## src/rtl/multicycle_controller_pkg.sv

```systemverilog
// Shared encodings for the RV32I multicycle controller: FSM states, opcodes
// and the datapath mux-select codes.
package multicycle_controller_pkg;

  typedef enum logic [3:0] {
    S_FETCH, S_DECODE, S_MEMADR, S_MEMREAD, S_MEMWB, S_MEMWRITE, S_EXECUTER,
    S_EXECUTEI, S_ALUWB, S_BRANCH, S_JAL, S_JALR_ADR, S_JALR_JMP, S_UPPER
  } state_t;

  localparam logic [6:0] OP_LOAD   = 7'b0000011;
  localparam logic [6:0] OP_STORE  = 7'b0100011;
  localparam logic [6:0] OP_RTYPE  = 7'b0110011;
  localparam logic [6:0] OP_ITYPE  = 7'b0010011;
  localparam logic [6:0] OP_BRANCH = 7'b1100011;
  localparam logic [6:0] OP_JAL    = 7'b1101111;
  localparam logic [6:0] OP_JALR   = 7'b1100111;
  localparam logic [6:0] OP_LUI    = 7'b0110111;
  localparam logic [6:0] OP_AUIPC  = 7'b0010111;

  localparam logic [2:0] IMM_I = 3'b000;
  localparam logic [2:0] IMM_S = 3'b001;
  localparam logic [2:0] IMM_B = 3'b010;
  localparam logic [2:0] IMM_J = 3'b011;
  localparam logic [2:0] IMM_U = 3'b100;

  localparam logic [1:0] SRCA_PC    = 2'b00;
  localparam logic [1:0] SRCA_OLDPC = 2'b01;
  localparam logic [1:0] SRCA_RS1   = 2'b10;
  localparam logic [1:0] SRCA_ZERO  = 2'b11;

  localparam logic [1:0] SRCB_RS2  = 2'b00;
  localparam logic [1:0] SRCB_IMM  = 2'b01;
  localparam logic [1:0] SRCB_FOUR = 2'b10;

  localparam logic [1:0] ALU_ADD   = 2'b00;
  localparam logic [1:0] ALU_BR    = 2'b01;
  localparam logic [1:0] ALU_FUNCT = 2'b10;

  localparam logic [1:0] RES_ALUOUT = 2'b00;
  localparam logic [1:0] RES_MEM    = 2'b01;
  localparam logic [1:0] RES_ALURES = 2'b10;

endpackage

```

## src/rtl/multicycle_controller_imm_decoder.sv

```systemverilog
// Combinational opcode -> immediate-format select; I-format for everything
// that is not S/B/J/U.
module mc_imm_decoder
  import multicycle_controller_pkg::*;
(
  input  logic [6:0] op,
  output logic [2:0] imm_src
);

  always_comb begin
    imm_src = IMM_I;
    case (op)
      OP_STORE:        imm_src = IMM_S;
      OP_BRANCH:       imm_src = IMM_B;
      OP_JAL:          imm_src = IMM_J;
      OP_LUI, OP_AUIPC: imm_src = IMM_U;
      default: ;
    endcase
  end

endmodule

```

## src/rtl/multicycle_controller.sv

```systemverilog
// Multicycle RV32I control FSM: sequences the shared ALU, unified memory port
// and register file, with an optional per-access memory wait limit.
module multicycle_controller
  import multicycle_controller_pkg::*;
#(
  parameter int WAIT_LIMIT = 0
) (
  input  logic       clk,
  input  logic       rst,
  input  logic [6:0] Op,
  input  logic       BranchTaken,
  input  logic       mem_ready,
  output logic       mem_req,
  output logic       MemWrite,
  output logic       AdrSrc,
  output logic       IRWrite,
  output logic       PCWrite,
  output logic       RegWrite,
  output logic [2:0] ImmSrc,
  output logic [1:0] ALUSrcA,
  output logic [1:0] ALUSrcB,
  output logic [1:0] ALUOp,
  output logic [1:0] ResultSrc,
  output logic       retire,
  output logic       illegal_op,
  output logic       bus_error
);

  localparam int CW = (WAIT_LIMIT < 1) ? 1 : $clog2(WAIT_LIMIT + 1);
  localparam logic [CW-1:0] WLIM = CW'(WAIT_LIMIT);
  localparam logic [CW-1:0] WMAX = '1;

  state_t          state_q, state_d;
  logic [CW-1:0]   wcnt_q;
  logic            timeout;
  logic            req, we, adr, irw, pcw, rw, ret, ill, berr;
  logic [1:0]      srca, srcb, aluop, res;

  assign timeout = (WAIT_LIMIT != 0) && (wcnt_q == WLIM) &&
                   (state_q inside {S_FETCH, S_MEMREAD, S_MEMWRITE});

  mc_imm_decoder u_imm (.op(Op), .imm_src(ImmSrc));

  always_ff @(posedge clk or posedge rst)
    if (rst) state_q <= S_FETCH;
    else     state_q <= state_d;

  // Any state change (or an abandoned access) starts a fresh wait count.
  always_ff @(posedge clk or posedge rst)
    if (rst)                               wcnt_q <= '0;
    else if (state_d != state_q || timeout) wcnt_q <= '0;
    else if (req && !mem_ready && wcnt_q != WMAX) wcnt_q <= wcnt_q + 1'b1;

  always_comb begin
    state_d = state_q;
    req = 1'b0; we = 1'b0; adr = 1'b0; irw = 1'b0; pcw = 1'b0;
    rw = 1'b0; ret = 1'b0; ill = 1'b0; berr = 1'b0;
    srca = SRCA_PC; srcb = SRCB_RS2; aluop = ALU_ADD; res = RES_ALUOUT;
    case (state_q)
      S_FETCH: begin
        req = 1'b1; srcb = SRCB_FOUR; res = RES_ALURES;
        if (mem_ready) begin irw = 1'b1; pcw = 1'b1; state_d = S_DECODE; end
      end
      S_DECODE: begin
        srca = SRCA_OLDPC; srcb = SRCB_IMM;
        case (Op)
          OP_LOAD, OP_STORE: state_d = S_MEMADR;
          OP_RTYPE:          state_d = S_EXECUTER;
          OP_ITYPE:          state_d = S_EXECUTEI;
          OP_BRANCH:         state_d = S_BRANCH;
          OP_JAL:            state_d = S_JAL;
          OP_JALR:           state_d = S_JALR_ADR;
          OP_LUI, OP_AUIPC:  state_d = S_UPPER;
          default: begin ill = 1'b1; state_d = S_FETCH; end
        endcase
      end
      S_MEMADR: begin
        srca = SRCA_RS1; srcb = SRCB_IMM;
        state_d = (Op == OP_LOAD) ? S_MEMREAD : S_MEMWRITE;
      end
      S_MEMREAD: begin
        req = 1'b1; adr = 1'b1;
        if (mem_ready) state_d = S_MEMWB;
      end
      S_MEMWB: begin
        res = RES_MEM; rw = 1'b1; ret = 1'b1; state_d = S_FETCH;
      end
      S_MEMWRITE: begin
        req = 1'b1; we = 1'b1; adr = 1'b1;
        if (mem_ready) begin ret = 1'b1; state_d = S_FETCH; end
      end
      S_EXECUTER: begin
        srca = SRCA_RS1; srcb = SRCB_RS2; aluop = ALU_FUNCT; state_d = S_ALUWB;
      end
      S_EXECUTEI: begin
        srca = SRCA_RS1; srcb = SRCB_IMM; aluop = ALU_FUNCT; state_d = S_ALUWB;
      end
      S_ALUWB: begin
        rw = 1'b1; ret = 1'b1; state_d = S_FETCH;
      end
      S_BRANCH: begin
        srca = SRCA_RS1; srcb = SRCB_RS2; aluop = ALU_BR;
        pcw = BranchTaken; ret = 1'b1; state_d = S_FETCH;
      end
      S_JAL: begin
        srca = SRCA_OLDPC; srcb = SRCB_FOUR; pcw = 1'b1; state_d = S_ALUWB;
      end
      S_JALR_ADR: begin
        srca = SRCA_RS1; srcb = SRCB_IMM; state_d = S_JALR_JMP;
      end
      S_JALR_JMP: begin
        srca = SRCA_OLDPC; srcb = SRCB_FOUR; pcw = 1'b1; state_d = S_ALUWB;
      end
      S_UPPER: begin
        srca = (Op == OP_LUI) ? SRCA_ZERO : SRCA_OLDPC; srcb = SRCB_IMM;
        state_d = S_ALUWB;
      end
      default: state_d = S_FETCH;
    endcase
    // Abandoned access: drop the request so mem_ready is ignored, no writes.
    if (timeout) begin
      req = 1'b0; we = 1'b0; irw = 1'b0; pcw = 1'b0; ret = 1'b0;
      berr = 1'b1; state_d = S_FETCH;
    end
  end

  assign mem_req    = req  & ~rst;
  assign MemWrite   = we   & ~rst;
  assign IRWrite    = irw  & ~rst;
  assign PCWrite    = pcw  & ~rst;
  assign RegWrite   = rw   & ~rst;
  assign retire     = ret  & ~rst;
  assign illegal_op = ill  & ~rst;
  assign bus_error  = berr & ~rst;
  assign AdrSrc     = adr;
  assign ALUSrcA    = srca;
  assign ALUSrcB    = srcb;
  assign ALUOp      = aluop;
  assign ResultSrc  = res;

endmodule

```

## config.mk

```make
export PLATFORM = sky130hd
export DESIGN_NAME = multicycle_controller
export DESIGN_NICKNAME = d
export VERILOG_FILES = /design/src/rtl/multicycle_controller_pkg.sv /design/src/rtl/multicycle_controller_imm_decoder.sv /design/src/rtl/multicycle_controller.sv
export SDC_FILE = /design/constraint.sdc
export NUM_CORES = 1
export LEC_CHECK = 0
export ABC_AREA = 1
export BUFFER_PORTS_ARGS = -buffer_cell sky130_fd_sc_hd__buf_4
export CAP_MARGIN = 20
export CORE_MARGIN = 2
export CORE_UTILIZATION = 41
export CTS_CLUSTER_SIZE = 24
export DETAILED_ROUTE_END_ITERATION = 8
export PLACE_DENSITY = 0.73
export SYNTH_ARGS = -nofsm -noshare
export SYNTH_HDL_FRONTEND = slang
export SYNTH_SLANG_ARGS = --single-unit
```

## constraint.sdc

```tcl
create_clock -name clk -period 2.45 [get_ports clk]
set_input_delay 0.1225 -clock clk [delete_from_list [all_inputs] [get_ports clk]]
set_output_delay 0.1225 -clock clk [all_outputs]
set_load 0.01 [all_outputs]
```

==> qor.txt, run 1 <==
fin crit period: 1.660 ns
met3 wire length: 108 um
Clock Latency Late Sink: 0.23 ns
first-pass GRT wire length: 2842 um
drt pass-1 iters: 4
initial antenna violation count: 0
placed cell area: 844.6 sq um
switching power: 228.8 uW
Hold Crit Depth: 4
Met2 Wirelength: 751 um
Die X: 42.75 um
Hold Crit Endpoint: state_q[2]$_DFFE_PP0P_
clock network fraction of design power: 15.6%
DRC viols: 0
P per Cell Area: 572.4 mW/mm^2
DP Wirelength: 1416 um
Seq/Total Area, Yosys: 16.26%
Setup violations, final: 0
crit end category: output port
max reg flops: 4
reg2reg setup slack: 1.18 ns
die footprint: 0.001828 sq mm
CTS resizes: 0
internal power: 273.3 uW
row count: 13
I/O pin cnt: 31
RR Endpoint: state_q[0]$_DFFE_PP0P_
CP Class: flop to output port
Top Registers: state_q: 4 flops
most instantiated cells after synthesis: nand2_1, inv_1, nor2_1, nand3_1, o21ai_0
RD Place Congestion: 0.8622
yosys warns: 0
Switching Fraction: 45.57%
sequential share of power: 18.8%
RSZ-0062 raised after global routing: no
drt wl/cell: 9.848 um
max_cap viols: 0
PortBufs: 29
Metal-1 WL: 755 um
Area Growth Syn to Fin: 42.48%
CORE AREA: 0.001350 sq mm
critical hold path startpoint: mem_ready
Num CTS Buffers: 3
VDD IR max: 0.4982 mV
TritonCTS clock tree: yes
Yosys top cell area share: 22.56%
Async S/R FF share, synth: 100.0%
Largest Register: state_q
Cell variety after synth: 21
vias in the first global route: 681
reg2reg start: state_q[2]$_DFFE_PP0P_
initial core utilization: 45.60%
Sink Count: 4
EDFF count, synth: 0
CTS Root Cell: clkbuf_4
WP data arrival: 1.54 ns
Setup TNS: 0 ns
GRT overflow: 0
Synth Flop Type: dfrtp_1
largest net degree at the start of global routing: 8
Final Cycle Share: 67.74%
crit path max fanout: 4
layout cell share with drive strength beyond 1: 27.52%
final hold violations: 0
Syn Nets: 128
uppermost routed layer: met3
final max-slew violation count: 0
P_leak: 0.5636 nW
post-route ant nets: 0
WP data required: 2.33 ns
CTS max path bufs: 2
fmax: 602.5 MHz
post-synth top area cell: nand2_1
Finished Cell Area: 877.1 sq um
Comb power frac: 65.5%
CTS H-tree depth: 1
DR vias: 802
Worst Setup Start Kind: flop
Iteration-0 DRC Markers: 26
area of the mapped netlist: 615.6 sq um
Hold Crit Class: input pin to flop
Worst Hold Margin: 0.2329 ns
Max Clock Skew: 0.002480 ns
Via density: 4.890
largest cells by area after synthesis: nand2_1, dfrtp_1, inv_1
status: complete, no violations
Syn Area/Cell: 5.261 sq um
CTS clk-pin slew, worst paths: 0.03 ns
WL final: 1615 um
DIE HEIGHT: 42.75 um
GRT Overall Usage: 19.28%
ant diodes: 0
Post-Synthesis Cells: 117
Reg2Reg Depth: 7
fin nets: 162
Synth Register Bits: 4
most common cell in the synthesized netlist: nand2_1
[timing repair]
item                                    in CTS  in global routing
hold buffers                                 1                  0
setup buffers                                0                  0
hold endpoints to repair                     4                  0
endpoints found under the setup margin       0                  0
[worst max-delay path by stage]
stage	start	end
5_1_grt	state_q[2]$_DFFE_PP0P_	retire
2_1_floorplan	state_q[1]$_DFFE_PP0P_	PCWrite
6_report	state_q[2]$_DFFE_PP0P_	retire
4_1_cts	state_q[2]$_DFFE_PP0P_	retire
3_3_place_gp	state_q[2]$_DFFE_PP0P_	illegal_op
3_5_place_dp	state_q[2]$_DFFE_PP0P_	retire
[final cells by class]
type | instances | area [sq um]
flip-flops and latches | 4 | 100.1
fillers | 129 | 473.0
multi-input cells | 86 | 410.4
inverters | 26 | 97.59
clock buffers | 3 | 22.52
well taps | 15 | 18.77
repair buffers | 30 | 227.7
[cell usage in the layout, fill, tap and decap left out, types with 3 or more instances in the layout]
master    count
nand2_1      37
buf_4        29
inv_1        23
nor2_1       12
nand3_1      10
o21ai_0       5
nor3_1        4
dfrtp_1       4
nand4_1       3
nor2_4        3
inv_2         3
clkbuf_4      3
[routing by layer]
layer,vias up,GRT usage [%]
met3,0,3.830
li1,430,-
met4,0,3.125
met1,348,28.13
met5,-,0
met2,24,29.39
[logic make-up (layout without fill, tap and decap cells)]
family	after synthesis	count (layout)	synth area share [%]
buffers and inverters	27	59	17.07
AND/OR/NAND/NOR	71	71	52.44
other	1	1	0.6092
flip-flops	4	4	16.26
AO/OA/AOI/OAI	14	14	13.62
[power by group through the flow]
stage | Sequential, mW | Clock (mW) | Combinational, mW
2_1_floorplan | 0.0916 | 0 | 0.198
3_3_place_gp | 0.0943 | 0 | 0.327
3_5_place_dp | 0.0944 | 0 | 0.331
4_1_cts | 0.0937 | 0.0805 | 0.333
5_1_grt | 0.0972 | 0.0860 | 0.366
6_report | 0.0946 | 0.0784 | 0.329
[stage by stage]
step | setup slack [ns] | power, mW | instances | utilization, %
4_1_cts | 0.7930 | 0.5069 | 164 | 64.97
2_1_floorplan | 1.162 | 0.2893 | 117 | -
3_5_place_dp | 1.052 | 0.4249 | 160 | 62.56
6_report | 0.7904 | 0.5020 | 164 | 64.97
3_3_place_gp | 1.049 | 0.4215 | 160 | 62.56
5_1_grt | 0.6875 | 0.5491 | 164 | 64.97
[critical path: stages, from the launching register on]
cell	delay, ns
dfrtp_1	0.44
inv_2	0.09
nor2_1	0.19
nand2_1	0.15
inv_1	0.09
nand2_1	0.06
a31oi_1	0.14
buf_4	0.14
(Power assumes the default switching activity.)
==> run 2, diff against run 1 <==
--- a/config.mk
+++ b/config.mk
@@ -5,14 +5,14 @@
 export SDC_FILE = /design/constraint.sdc
 export NUM_CORES = 1
 export LEC_CHECK = 0
-export ABC_AREA = 1
+export ABC_AREA = 0
 export BUFFER_PORTS_ARGS = -buffer_cell sky130_fd_sc_hd__buf_4
 export CAP_MARGIN = 20
 export CORE_MARGIN = 2
 export CORE_UTILIZATION = 41
 export CTS_CLUSTER_SIZE = 24
 export DETAILED_ROUTE_END_ITERATION = 8
-export PLACE_DENSITY = 0.73
+export PLACE_DENSITY = 0.74
 export SYNTH_ARGS = -nofsm -noshare
 export SYNTH_HDL_FRONTEND = slang
 export SYNTH_SLANG_ARGS = --single-unit
==> constraint.sdc (replaced) <==
create_clock -name clk -period 1.4 [get_ports clk]
set_input_delay 0.07 -clock clk [delete_from_list [all_inputs] [get_ports clk]]
set_output_delay 0.07 -clock clk [all_outputs]
set_load 0.01 [all_outputs]
==> qor.txt, run 2 <==
status: did not finish
stopping stage: global routing (5_1_grt)
stop err: [ERROR DPL-0038] Utilization greater than 100%, impossible to legalize
EDFF count, synth: 0 (unchanged)
initial core utilization: 44.17% (-1.4 points)
DP Wirelength: 1612 um (+14%)
largest cells by area after synthesis: dfrtp_1, nand2_1, nor2_1
Syn Area/Cell: 6.940 sq um (+32%)
Seq/Total Area, Yosys: 14.87% (-1.4 points)
DIE HEIGHT: 44.52 um (+4.1%)
CTS H-tree depth: 1 (unchanged)
Die X: 44.52 um (+4.1%)
row count: 14 (+1)
Synth Register Bits: 4 (unchanged)
Sink Count: 4 (unchanged)
Async S/R FF share, synth: 100.0% (unchanged)
post-synth top area cell: dfrtp_1
PortBufs: 29 (unchanged)
Cell variety after synth: 41 (+95%)
CTS max path bufs: 2 (unchanged)
worst_ep kind: primary output
Yosys top cell area share: 14.87% (-7.7 points)
I/O pin cnt: 31 (unchanged)
most instantiated cells after synthesis: nand2_1, nor2_1, a21oi_1, inv_1
yosys warns: 0 (unchanged)
largest net degree at the start of global routing: 13
area of the mapped netlist: 673.1 sq um (+9.3%)
GRT worst endpoint: mem_req
CTS Root Cell: clkbuf_4
Synth Flop Type: dfrtp_1
Post-Synthesis Cells: 97 (-17%)
Num CTS Buffers: 3 (unchanged)
placed cell count: 148 (-7.5%)
RD Place Congestion: 0.8664 (+0.49%)
Syn Nets: 108 (-16%)
placed cell area: 983.4 sq um (+16%)
## run 2: cell count changes after synthesis, moves of 5 or more
cell     previous run  this run
a21oi_1             2         7
inv_1              23         6
nand2_1            37        10
nand3_1            10         5
## run 2: kinds of logic after synthesis
kind of cell | count (synthesis) | share of synthesized area [%]
buf+inv | 14 | 10.41
simple gates | 46 | 40.15
compound gates | 30 | 30.30
flops | 4 | 14.87
other cells | 1 | 0.5571
xor+xnor | 2 | 3.718
## run 2: repair_timing
| action | CTS |
|---|---|
| buffers inserted | 16 |
| resized for setup | 33 |
| endpoints found under the setup margin | 15 |
| hold buffers | 1 |
| pin swaps | 12 |
| hold endpoints to repair | 4 |
## run 2: per-stage QoR
| stage | TNS (ns) | setup slack, ns |
|---|---|---|
| 2_1_floorplan | 0 | 0.02328 |
| 4_1_cts | -0.7130 | -0.1538 |
| 3_5_place_dp | 0 | 0.001448 |
| 3_3_place_gp | 0 | 0.03795 |
==> run 3, diff against run 2 <==
--- a/config.mk
+++ b/config.mk
@@ -8,11 +8,10 @@
 export ABC_AREA = 0
 export BUFFER_PORTS_ARGS = -buffer_cell sky130_fd_sc_hd__buf_4
 export CAP_MARGIN = 20
-export CORE_MARGIN = 2
-export CORE_UTILIZATION = 41
-export CTS_CLUSTER_SIZE = 24
+export CORE_AREA = 2 2 63 65
 export DETAILED_ROUTE_END_ITERATION = 8
-export PLACE_DENSITY = 0.74
+export DIE_AREA = 0 0 65 67
+export PLACE_DENSITY_LB_ADDON = 0.15
 export SYNTH_ARGS = -nofsm -noshare
 export SYNTH_HDL_FRONTEND = slang
 export SYNTH_SLANG_ARGS = --single-unit
==> constraint.sdc (replaced) <==
create_clock -name clk -period 1.8 [get_ports clk]
set_input_delay 0.09 -clock clk [delete_from_list [all_inputs] [get_ports clk]]
set_output_delay 0.09 -clock clk [all_outputs]
set_load 0.01 [all_outputs]
==> qor.txt, run 3 <==
status: complete, no violations
CTS clk-pin slew, worst paths: 0.04 ns
uppermost routed layer: met3
Hold Crit Endpoint: state_q[1]$_DFFE_PP0P_
initial antenna violation count: 0
Sink Count: 4 (unchanged)
first-pass GRT wire length: 3933 um
CP Class: flop to output port
Reg2Reg Depth: 5
Post-Synthesis Cells: 97 (unchanged)
Clock Latency Late Sink: 0.22 ns
P per Cell Area: 495.5 mW/mm^2
reg2reg setup slack: 0.31 ns
most instantiated cells after synthesis: nand2_1, nor2_1, a21oi_1, inv_1
post-synth top area cell: dfrtp_1
Hold Crit Depth: 2
cell count along the critical path: 4
crit end category: output port
Yosys top cell area share: 14.87% (unchanged)
layout cell share with drive strength beyond 1: 41.22%
crit path cell chain: nor2b_2 -> or3_1 -> a211oi_2 -> buf_4
Finished Cell Area: 0.001033 sq mm
RSZ-0062 raised after global routing: no
Synth Register Bits: 4 (unchanged)
TritonCTS clock tree: yes
DR vias: 816
Largest Register: state_q
DIE HEIGHT: 67 um (+50%)
die footprint: 0.004355 sq mm
final max-slew violation count: 0
Async S/R FF share, synth: 100.0% (unchanged)
fin nets: 144
placed cell count: 175 (+18%)
Seq/Total Area, Yosys: 14.87% (unchanged)
Syn Nets: 108 (unchanged)
RD Place Congestion: 0.7825 (-9.7%)
GRT Overall Usage: 11.76%
CORE AREA: 0.003606 sq mm
Die X: 65 um (+46%)
post-route ant nets: 0
final hold violations: 0
area of the mapped netlist: 673.1 sq um (unchanged)
met3 wire length: 133 um
Setup violations, final: 0
critical hold path startpoint: mem_ready
VDD IR max: 0.1604 mV
DP Wirelength: 1896 um (+18%)
WP data arrival: 1.61 ns
largest cells by area after synthesis: dfrtp_1, nand2_1, nor2_1
Setup TNS: 0 ns
Met2 Wirelength: 1084 um
commonest non-fill, non-tap cells in the layout: buf_4, nor2_1, nand2_1
fmax: 588.7 MHz
placed cell area: 967.2 sq um (-1.7%)
max_cap viols: 0
I/O pin cnt: 31 (unchanged)
Post-CTS Setup Bufs: 0 (-16)
most common cell after layout, fill and taps aside: buf_4
Via density: 4.559
buffers and inverters on the worst path: 1
Syn Area/Cell: 6.940 sq um (unchanged)
drt wl/cell: 12.94 um
GRT overflow: 0
Final Cycle Share: 94.37%
CTS Root Cell: clkbuf_8
Synth Flop Type: dfrtp_1
reg2reg start: state_q[1]$_DFFE_PP0P_
CTS H-tree depth: 1 (unchanged)
Cell variety after synth: 41 (unchanged)
fin crit period: 1.699 ns
Worst Setup Start Kind: flop
ant diodes: 0
WL final: 2317 um
Hold Crit Class: input pin to flop
DRC viols: 0
yosys warns: 0 (unchanged)
drt pass-1 iters: 4
largest net degree at the start of global routing: 13
PortBufs: 29 (unchanged)
P_leak: 0.4799 nW
RR Endpoint: state_q[2]$_DFFE_PP0P_
row count: 22 (+8)
post-route insts no fill: 179
Num CTS Buffers: 3 (unchanged)
Metal-1 WL: 1099 um
Iteration-0 DRC Markers: 59
Max Clock Skew: 0.006678 ns
vias in the first global route: 808
CTS max path bufs: 2 (unchanged)
crit path max fanout: 7
Top Registers: state_q: 4 flops
CP top delay family: simple AND/OR/NAND/NOR gates
Critical-path top delay cell: dfrtp_2
max reg flops: 4
Area Growth Syn to Fin: 53.53%
WP data required: 1.71 ns
EDFF count, synth: 0 (unchanged)
Largest stage delay, worst path: 0.46 ns
initial core utilization: 18.67% (-26 points)
## run 3: cell counts after synthesis
No cell type changed its count.
## run 3: worst max-delay path by stage
stage	from	to	slack [ns]
2_1_floorplan	state_q[1]$_DFFE_PP0P_	PCWrite	0.27
3_5_place_dp	state_q[2]$_DFFE_PP0P_	RegWrite	0.19
3_3_place_gp	state_q[2]$_DFFE_PP0P_	RegWrite	0.22
4_1_cts	state_q[0]$_DFFE_PP0P_	mem_req	0.05
6_report	state_q[0]$_DFFE_PP0P_	mem_req	0.10
5_1_grt	state_q[1]$_DFFE_PP0P_	ALUSrcB[1]	0.02
## run 3: through the flow
| step | setup slack, ns | power (mW) | utilization, % | hold WS, ns |
|---|---|---|---|---|
| 2_1_floorplan | 0.2675 | 0.2204 | - | -0.1304 |
| 3_3_place_gp | 0.2241 | 0.3162 | 26.82 | 0.05850 |
| 3_5_place_dp | 0.1939 | 0.3181 | 26.82 | 0.06856 |
| 4_1_cts | 0.05166 | 0.5177 | 28.28 | 0.1291 |
| 5_1_grt | 0.01578 | 0.5509 | 28.66 | 0.1297 |
| 6_report | 0.1013 | 0.5120 | 28.66 | 0.1280 |
## run 3: report_power, final
| part | switching [mW] | total [mW] | internal [mW] | leakage [nW] |
|---|---|---|---|---|
| logic | 0.105 | 0.211 | 0.107 | 0.407 |
| clock network | 0.0480 | 0.191 | 0.143 | 0.0216 |
| registers | 0.0141 | 0.110 | 0.0960 | 0.0513 |
| total | 0.167 | 0.512 | 0.345 | 0.480 |
## run 3: cells by family after synthesis
kind of cell / count (synthesis) / share of synthesized area, %
AOI/OAI and AO/OA: 30 / 30.30
other: 1 / 0.5571
buffers and inverters: 14 / 10.41
DFF: 4 / 14.87
and+or+nand+nor: 46 / 40.15
xor gates and xnor gates: 2 / 3.718
## run 3: per-layer routing
metal  GRT usage (%)  vias up
li1                -      421
met1           15.67      369
met2           18.17       26
met3           2.872        0
met4           4.521        0
met5               0        -
## run 3: area by class of cell
cell class | count | area, sq um
Fill cell | 387 | 2572
Multi-Input combinational cell | 79 | 515.5
Timing Repair Buffer | 38 | 287.8
Sequential cell | 4 | 102.6
Tap cell | 48 | 60.06
Clock buffer | 3 | 41.29
Inverter | 7 | 26.28
## run 3: what timing repair did
action                     CTS  global route
hold endpoints to repair     4             0
setup endpoints to repair    2             3
gates resized for setup      1             3
hold buffers                 1             0
==> run 4, diff against run 3 <==
--- a/config.mk
+++ b/config.mk
@@ -8,9 +8,9 @@
 export ABC_AREA = 0
 export BUFFER_PORTS_ARGS = -buffer_cell sky130_fd_sc_hd__buf_4
 export CAP_MARGIN = 20
-export CORE_AREA = 2 2 63 65
+export CORE_AREA = 10 10 71 73
 export DETAILED_ROUTE_END_ITERATION = 8
-export DIE_AREA = 0 0 65 67
+export DIE_AREA = 0 0 81 83
 export PLACE_DENSITY_LB_ADDON = 0.15
 export SYNTH_ARGS = -nofsm -noshare
 export SYNTH_HDL_FRONTEND = slang
==> qor.txt, run 4 (same netlist as run 3, synthesis figures left out) <==
first-pass GRT wire length: 4126 um (+4.9%)
layout cell share with drive strength beyond 1: 40.77% (-0.45 points)
P_leak: 0.4774 nW (-0.53%)
RSZ-0062 raised after global routing: no
final max-slew violation count: 0 (unchanged)
crit path cell chain: inv_2 -> nor2_1 -> or3_1 -> a211oi_2 -> buf_4
GRT Overall Usage: 7.354% (-4.4 points)
max reg flops: 4 (unchanged)
CTS max path bufs: 2 (unchanged)
DIE HEIGHT: 83 um (+24%)
max_cap viols: 0 (unchanged)
GRT met3 Usage: 2.478% (-0.39 points)
largest net degree at the start of global routing: 12 (-1)
TritonCTS clock tree: yes
initial core utilization: 18.53% (-0.14 points)
WP data arrival: 1.60 ns (about the same)
CTS clk-pin slew, worst paths: 0.03 ns (about the same)
Via density: 4.843 (+6.2%)
crit end category: output port
fin nets: 143 (-0.69%)
fin crit period: 1.686 ns (-0.01271 ns)
Worst Setup Start Kind: flop
DP Wirelength: 2119 um (+12%)
Setup TNS: 0 ns (unchanged)
fmax: 593.1 MHz (+0.75%)
Finished Cell Area: 0.001026 sq mm (-0.73%)
Hold Crit Class: input pin to flop
RD Place Congestion: 0.8244 (+5.4%)
status: complete, no violations
vias in the first global route: 855 (+5.8%)
Num CTS Buffers: 3 (unchanged)
Largest Register: state_q
PortBufs: 29 (unchanged)
Critical-path top delay cell: dfrtp_1
Worst Hold Margin: 0.1548 ns (+0.02677 ns)
Largest stage delay, worst path: 0.44 ns (-0.02 ns)
CTS H-tree depth: 1 (unchanged)
reg2reg setup slack: 0.30 ns (about the same)
Area Growth Syn to Fin: 52.42%
initial antenna violation count: 0 (unchanged)
VDD IR max: 0.2674 mV (+67%)
drt pass-1 iters: 4 (unchanged)
I/O pin cnt: 31 (unchanged)
WP data required: 1.71 ns (about the same)
Post-CTS Setup Bufs: 0 (unchanged)
P per Cell Area: 490.8 mW/mm^2 (-0.94%)
most common cell after layout, fill and taps aside: buf_4
DR vias: 862 (+5.6%)
Die X: 81 um (+25%)
Setup violations, final: 0 (unchanged)
die footprint: 0.006723 sq mm (+54%)
post-route ant nets: 0 (unchanged)
ant diodes: 0 (unchanged)
CP Class: flop to output port
WL final: 2600 um (+12%)
busiest grt layer: met2
Clock Latency Late Sink: 0.22 ns (about the same)
Max Clock Skew: 0.004626 ns (-0.002052 ns)
placed cell area: 959.7 sq um (-0.78%)
Final Cycle Share: 93.67% (-0.71 points)
crit path max fanout: 9 (+2)
DRC viols: 0 (unchanged)
CORE AREA: 0.003633 sq mm (+0.76%)
met1 Track Usage GR: 9.693% (-6.0 points)
GRT overflow: 0 (unchanged)
Top Registers: state_q: 4 flops
Iteration-0 DRC Markers: 45 (-24%)
row count: 22 (unchanged)
Sink Count: 4 (unchanged)
commonest non-fill, non-tap cells in the layout: buf_4, nor2_1, nand2_1
drt wl/cell: 14.61 um (+13%)
CTS Root Cell: clkbuf_8
final hold violations: 0 (unchanged)
GRT met2 Usage: 10.16% (-8.0 points)
[run 4: cell types whose count changed in the layout (fill, tap and decap cells not counted), sizes merged]
cell and change:
buf -1
[run 4: layout make-up]
class | instances | area [sq um]
Sequential cell | 4 | 102.6
Multi-Input combinational cell | 79 | 515.5
Fill cell | 417 | 2608
Clock buffer | 3 | 41.29
Inverter | 7 | 26.28
Tap cell | 48 | 60.06
Timing Repair Buffer | 37 | 280.3
[run 4: stage by stage]
step / power [mW] / setup WS [ns] / util, % / cells
final: 0.5035 / 0.1140 / 28.24 / 178
after global routing: 0.5419 / 0.001783 / 28.24 / 178
after CTS: 0.5087 / 0.06698 / 27.82 / 178
after detailed placement: 0.3155 / 0.3005 / 26.41 / 174
after global placement: 0.3189 / 0.2247 / 26.41 / 174
after floorplan: 0.2204 / 0.2675 / - / 97
[run 4: per-layer routing]
layer / wire length, um / share of wire (%) / up-vias
met5: 0 / 0 / -
met4: 78 / 3.0 / 0
met3: 195 / 7.5 / 9
met2: 1186 / 46 / 38
met1: 1139 / 44 / 392
li1: - / - / 423
[run 4: final timing paths]
kind / startpoint / endpoint / depth (start not counted)
worst max-delay path: state_q[2]$_DFFE_PP0P_ / mem_req / 5
worst min-delay path: mem_ready / state_q[1]$_DFFE_PP0P_ / 2
worst max register to register: state_q[2]$_DFFE_PP0P_ / state_q[2]$_DFFE_PP0P_ / 6
worst min register to register: state_q[0]$_DFFE_PP0P_ / state_q[0]$_DFFE_PP0P_ / 2
max in group asynchronous: rst / state_q[0]$_DFFE_PP0P_ / 3
min in group asynchronous: rst / state_q[2]$_DFFE_PP0P_ / 3
[run 4: timing repair]
action / CTS / global route
setup endpoints to repair: 0 / 4
endpoints found under the hold margin: 4 / 0
hold buffers: 1 / 0
gates resized for setup: 0 / 4
[run 4: critical path, delay by kind of cell (launching register included)]
family	cells	cell delay, ns
AOI/OAI and AO/OA	1	0.22
buffers and inverters	2	0.33
DFF	1	0.44
and+or+nand+nor	2	0.40
[run 4: power breakdown]
| part | total (mW) | internal, mW | switching [mW] |
|---|---|---|---|
| clock | 0.185 | 0.142 | 0.0432 |
| sequential | 0.107 | 0.0960 | 0.0114 |
| combinational | 0.211 | 0.103 | 0.108 |
| total | 0.504 | 0.341 | 0.163 |
